$ cat config.mk
export PLATFORM = sky130hd
export DESIGN_NAME = regfile_mp
export DESIGN_NICKNAME = d
export VERILOG_FILES = /design/src/rtl/regfile_mp_pkg.sv /design/src/rtl/regfile_scoreboard.sv /design/src/rtl/regfile_mp.sv
export SDC_FILE = /design/constraint.sdc
export NUM_CORES = 2
export LEC_CHECK = 0
export BUFFER_PORTS_ARGS = -buffer_cell sky130_fd_sc_hd__buf_4
export CORE_MARGIN = 1
export CORE_UTILIZATION = 35
export DETAILED_ROUTE_END_ITERATION = 12
export PLACE_DENSITY = 0.6
export SLEW_MARGIN = 20
export SYNTH_ARGS = -nofsm -noshare
export SYNTH_HDL_FRONTEND = slang
export SYNTH_HIERARCHICAL = 1
export SYNTH_SLANG_ARGS = --single-unit
$ cat constraint.sdc
create_clock -name clk -period 7.27 [get_ports clk]
set_clock_uncertainty 0.15 [all_clocks]
set_input_delay 0.727 -clock clk [delete_from_list [all_inputs] [get_ports clk]]
set_output_delay 0.727 -clock clk [all_outputs]
set_load 0.005 [all_outputs]
$ cat src/rtl/regfile_mp_pkg.sv
// regfile_mp_pkg: shared defaults and reset polarity for the multi-port register file
package regfile_mp_pkg;
  localparam logic RST_ENABLE = 1'b0;
  localparam int   REG_BUS_W  = 32;
  localparam int   REG_NUM    = 32;
  localparam int   REG_ADDR_W = $clog2(REG_NUM);
endpackage

$ cat src/rtl/regfile_scoreboard.sv
// regfile_scoreboard: per-register busy bits (issue sets, write-back clears, flush clears all)
//   clk, rst_n        : clock, synchronous active-low reset
//   rs_addr_i/valid   : read ports looked up against the busy bits
//   rd_addr_i, wr_en_i: write-back ports (wr_en_i already masked by reset)
//   iss_addr_i/valid  : destination reservation from id
//   flush_i           : clears every busy bit
//   rs_busy_o         : per read port, source still has an outstanding producer
module regfile_scoreboard import regfile_mp_pkg::*; #(
  parameter int NUM_REGS = REG_NUM,
  parameter int ADDR_W   = $clog2(NUM_REGS),
  parameter int NUM_RD   = 2,
  parameter int NUM_WR   = 1,
  parameter int BYPASS   = 1
) (
  input  logic                     clk,
  input  logic                     rst_n,
  input  logic [NUM_RD*ADDR_W-1:0] rs_addr_i,
  input  logic [NUM_RD-1:0]        rs_req_rd_valid_i,
  input  logic [NUM_WR*ADDR_W-1:0] rd_addr_i,
  input  logic [NUM_WR-1:0]        wr_en_i,
  input  logic [ADDR_W-1:0]        iss_addr_i,
  input  logic                     iss_valid_i,
  input  logic                     flush_i,
  output logic [NUM_RD-1:0]        rs_busy_o
);
  logic [NUM_REGS-1:0] r_busy, w_busy_nxt, w_wr_hit;
  always_comb begin
    w_wr_hit = '0;
    for (int j = 0; j < NUM_WR; j++)
      if (wr_en_i[j]) w_wr_hit[rd_addr_i[j*ADDR_W +: ADDR_W]] = 1'b1;
    w_busy_nxt = r_busy & ~w_wr_hit;
    // issue applied after the clear so a same-cycle issue wins over write-back
    if (iss_valid_i) w_busy_nxt[iss_addr_i] = 1'b1;
    w_busy_nxt[0] = 1'b0;
    if (flush_i) w_busy_nxt = '0;
  end
  always_ff @(posedge clk)
    r_busy <= (rst_n == RST_ENABLE) ? '0 : w_busy_nxt;
  for (genvar k = 0; k < NUM_RD; k++) begin : g_rd
    logic [ADDR_W-1:0] w_a;
    assign w_a = rs_addr_i[k*ADDR_W +: ADDR_W];
    assign rs_busy_o[k] = r_busy[w_a] & rs_req_rd_valid_i[k] & ~((BYPASS != 0) & w_wr_hit[w_a]);
  end
endmodule

$ cat src/rtl/regfile_mp.sv
// regfile_mp: multi-port integer register file with x0 hardwired, write bypass and busy scoreboard
//   clk, rst_n                         : clock, synchronous active-low reset
//   rs_addr_i, rs_req_rd_valid_i       : read ports (combinational, zero latency)
//   rs_reg_data_o, rs_busy_o           : read data and scoreboard hit per read port
//   rd_addr_i, rd_data_i, rd_req_wr_valid_i : write ports, highest index wins on conflict
//   iss_addr_i, iss_valid_i, flush_i   : busy reservation and pipeline flush
module regfile_mp import regfile_mp_pkg::*; #(
  parameter int DATA_W   = REG_BUS_W,
  parameter int NUM_REGS = REG_NUM,
  parameter int ADDR_W   = $clog2(NUM_REGS),
  parameter int NUM_RD   = 2,
  parameter int NUM_WR   = 1,
  parameter int BYPASS   = 1
) (
  input  logic                     clk,
  input  logic                     rst_n,
  input  logic [NUM_RD*ADDR_W-1:0] rs_addr_i,
  input  logic [NUM_RD-1:0]        rs_req_rd_valid_i,
  output logic [NUM_RD*DATA_W-1:0] rs_reg_data_o,
  output logic [NUM_RD-1:0]        rs_busy_o,
  input  logic [NUM_WR*ADDR_W-1:0] rd_addr_i,
  input  logic [NUM_WR*DATA_W-1:0] rd_data_i,
  input  logic [NUM_WR-1:0]        rd_req_wr_valid_i,
  input  logic [ADDR_W-1:0]        iss_addr_i,
  input  logic                     iss_valid_i,
  input  logic                     flush_i
);
  logic [DATA_W-1:0] r_regs [NUM_REGS];
  logic [NUM_WR-1:0] w_wr_en;
  // writes in a reset cycle are discarded, so they must not be forwarded either
  assign w_wr_en = rd_req_wr_valid_i & {NUM_WR{rst_n != RST_ENABLE}};
  always_ff @(posedge clk)
    if (rst_n == RST_ENABLE) r_regs <= '{default: '0};
    else
      for (int j = 0; j < NUM_WR; j++)
        if (w_wr_en[j] && rd_addr_i[j*ADDR_W +: ADDR_W] != '0)
          r_regs[rd_addr_i[j*ADDR_W +: ADDR_W]] <= rd_data_i[j*DATA_W +: DATA_W];
  for (genvar k = 0; k < NUM_RD; k++) begin : g_rd
    logic [ADDR_W-1:0] w_a;
    logic [DATA_W-1:0] w_d;
    assign w_a = rs_addr_i[k*ADDR_W +: ADDR_W];
    always_comb begin
      w_d = r_regs[w_a];
      for (int j = 0; j < NUM_WR; j++)
        if (BYPASS != 0 && w_wr_en[j] && rd_addr_i[j*ADDR_W +: ADDR_W] == w_a)
          w_d = rd_data_i[j*DATA_W +: DATA_W];
    end
    assign rs_reg_data_o[k*DATA_W +: DATA_W] = (rs_req_rd_valid_i[k] && w_a != '0) ? w_d : '0;
  end
  regfile_scoreboard #(
    .NUM_REGS(NUM_REGS), .ADDR_W(ADDR_W), .NUM_RD(NUM_RD), .NUM_WR(NUM_WR), .BYPASS(BYPASS)
  ) u_sb (
    .clk               (clk),
    .rst_n             (rst_n),
    .rs_addr_i         (rs_addr_i),
    .rs_req_rd_valid_i (rs_req_rd_valid_i),
    .rd_addr_i         (rd_addr_i),
    .wr_en_i           (w_wr_en),
    .iss_addr_i        (iss_addr_i),
    .iss_valid_i       (iss_valid_i),
    .flush_i           (flush_i),
    .rs_busy_o         (rs_busy_o)
  );
endmodule
==> results.py <==
metrics = {
    "timing": {
        "final.setup.tns_ns": 0,
        "report.final.slew_viol_count": 0,
        "hold_ws_ns": 0.1912,
        "hold_viol": 0,
        "slew_headroom_pct": 18.49,
        "setup_ws_ns": 2.158,
        "min_period_over_period_pct": 70.31,
        "tightest_slew_ns": 1.220,
        "rsz0062_at_grt": "false",
        "fmax_ghz": 0.1956,
        "setup_viol": 0,
        "finalCriticalPeriod_ns": 5.112,
    },
    "synthesis": {
        "syn-instance-count": 6349,
        "async_flop_share_pct": 0,
        "ys.flop_type": "dfxtp_1",
        "syn_nets": 6408,
        "yosysSeqAreaShare_pct": 37.26,
        "synth_area_leaders": "dfxtp_1 (37%), mux4_2 (15%), nand2_1 (14%)",
        "ys_seq_elements": 1055,
        "yosys_warnings": 6,
        "syn_area_mm2": 0.05669,
        "synth-edff-count": 0,
        "synth.distinct_cells": 53,
        "synth_top_area_share_pct": 37.26,
        "syn_area_per_cell_um2": 8.929,
        "yosysTopAreaCell": "dfxtp_1",
    },
    "cts": {
        "hold_buffers": 0,
        "h-tree-depth": 3,
        "cts.path.max_buffers": 3,
        "postCtsSetupBuffers": 0,
        "clkTransAtPathRegs_ns": 0.07,
        "ctsRootBufferMaster": "clkbuf_16",
        "cts_sinks": 1055,
        "cts_tree": "yes",
        "clk_latency_ns": 0.76,
        "cts_buffers": 112,
        "cts_resized": 0,
    },
    "grt": {
        "grt_max_degree": 167,
        "grt_pass1_vias": 48270,
        "grt_antenna_before_repair": 23,
        "grt.total_usage_pct": 29.84,
        "grt_remaining_overflow": 0,
        "grt_pass1_wl_um": 355300,
    },
    "worst_setup_path": {
        "cp_top_family": "buffers and inverters",
        "r2r_cells": 2,
        "cp_slowest_stage_delay_ns": 0.53,
        "crit_arrival_ns": 4.23,
        "reg2reg_from": "r_regs[589]",
        "cpMaxStageDelayCell": "buf_8",
        "worstSetupPathType": "in -> out",
        "endpoint_kind": "output port",
        "startpoint_type": "input pin",
        "ff2ff_setup_slack_ns": 6.36,
        "path_max_fanout": 166,
        "r2r-end": "r_regs[589]",
        "worstPathCellList": "buf_8 > nand2_1 > inv_1 > nand2_1 > or2_2 > nor2_4 > buf_4 > a221o_1 > buf_4",
        "cp.required_ns": 6.39,
        "path_buf_inv": 4,
    },
    "finish": {
        "num-fill-cells": 15990,
        "drive_above_1_share_pct": 15.15,
        "final_cell_mix": "nand2_1 (2109), dfxtp_1 (1055), a21boi_0 (925), mux4_2 (367), mux2i_1 (320)",
        "syn_to_final_growth_pct": 10.77,
        "final_common_cell": "nand2_1",
        "fin_nets": 6107,
        "finish.utilization_pct": 39.06,
    },
    "routing": {
        "num_vias": 51990,
        "drt_iter0_drc": 8114,
        "dr.pass1.iters": 7,
        "post-route-drc-count": 0,
        "wl_per_cell_um": 30.23,
        "postRouteAntennaNets": 0,
        "routed_wl_um": 251200,
        "vias_per_cell": 6.256,
    },
    "pwr": {
        "ir_drop_mv": 0.1868,
        "seqPwrFrac_pct": 44.8,
        "power_frac_comb_pct": 9.1,
        "switchingPower_mw": 3.460,
        "powerDensity_mw_per_mm2": 207.1,
        "p_leak_nw": 20.13,
        "swShare_pct": 26.61,
        "power.internal_mw": 9.543,
        "power_frac_clock_pct": 46.2,
    },
    "placement": {
        "gp_congestion": 0.8988,
        "dp.final_hpwl_um": 147100,
        "pre_cts_ws_ns": 2.255,
        "io_buffers": 124,
    },
    "floorplan": {
        "core_mm2": 0.1608,
        "row_count": 147,
        "die_h_um": 404.5,
        "pin_count": 125,
        "die_area_mm2": 0.1636,
        "start_util_pct": 35.26,
        "die_x_um": 404.5,
    },
    "run": {
        "drv_cap": 0,
    },
    "min_path": {
        "hp-class": "in -> reg",
        "hp-start": "iss_addr_i[0]",
        "min_to": "u_sb/r_busy[12]",
        "min_path_cells": 4,
    },
    "outcome": {
        "outcome": "finished, final reports clean",
    },
}
Yosys cell counts (all sizes together), types with 28 or more instances:
| cell type | instances |
|---|---|
| nand2 | 2140 |
| mux4 | 372 |
| nor2 | 45 |
| dfxtp | 1055 |
| a21boi | 992 |
| o221ai | 29 |
| clkbuf | 498 |
| a21oi | 118 |
| buf | 175 |
| o21ai | 95 |
| a221o | 53 |
| mux2i | 320 |
| and2 | 42 |
| o22ai | 30 |
| a211oi | 47 |
| a221oi | 76 |
| a22oi | 64 |
| mux2 | 28 |
worst min-delay path: stages:
cell	delay (ns)
buf_4	0.10
nor3b_2	0.11
nand2_1	0.08
a21oi_1	0.05
power groups by stage:
stage | logic, mW | clock network (mW) | registers [mW]
6_report | 1.18 | 6.00 | 5.82
4_1_cts | 1.13 | 6.01 | 5.82
5_1_grt | 1.20 | 6.25 | 5.82
3_3_place_gp | 1.13 | 0 | 5.95
3_5_place_dp | 1.13 | 0 | 5.95
2_1_floorplan | 0.715 | 0 | 5.94
per-layer routing:
| metal | vias up | track usage (%) | wire length (µm) |
|---|---|---|---|
| li1 | 21680 | - | - |
| met1 | 25620 | 40.37 | 97580 |
| met2 | 3900 | 42.26 | 104600 |
| met3 | 782 | 9.628 | 35460 |
| met4 | 20 | 15.07 | 13480 |
| met5 | - | 0 | 132 |
cells by family (layout without fill, tap and decap cells):
family                    Yosys count  count (layout)  share of synthesized area, %
other                               0              13                             0
DFF                              1055            1055                         37.26
AOI/OAI and AO/OA                1563            1563                         20.33
and+or+nand+nor                  2313            2313                         15.92
buffers and inverters             679             468                         5.187
xor gates and xnor gates           19              19                        0.2936
muxes                             720             720                         21.02
state kept, by name, summed over array words and instances (netlist names):
| name | count |
|---|---|
| r_regs | 1024 |
| u_sb/r_busy | 31 |
cell type report:
cell class	count	area [µm²]	area share, %
Inverter	6	25.02	0.03985
Clock buffer	155	3164	5.039
Timing Repair Buffer	258	2155	3.431
Tap cell	2160	2703	4.304
Antenna cell	13	32.53	0.05181
Sequential cell	1055	21120	33.64
Multi-Input combinational cell	4615	33020	52.58
Clock inverter	49	575.6	0.9166
metrics by stage:
step	cells	total power, mW	instance area [µm²]
floorplan	6349	6.658	56690
global placement	8092	7.079	58950
detailed placement	8093	7.082	58990
CTS	8297	12.97	62730
global route	8306	13.27	62780
finish	8311	13.00	62790
worst max path at each step:
| stage | startpoint | slack [ns] | depth (start not counted) | end |
|---|---|---|---|---|
| after floorplan | rs_addr_i[5] | 3.93 | 7 | rs_reg_data_o[50] |
| after CTS | rst_n | 2.24 | 9 | rs_reg_data_o[6] |
| after detailed placement | rst_n | 2.25 | 9 | rs_reg_data_o[6] |
| after global placement | rst_n | 2.28 | 9 | rs_reg_data_o[6] |
| after global routing | rst_n | 2.05 | 9 | rs_reg_data_o[6] |
| final | rst_n | 2.16 | 9 | rs_reg_data_o[6] |
Note: power is estimated with default switching activity, not from simulation.
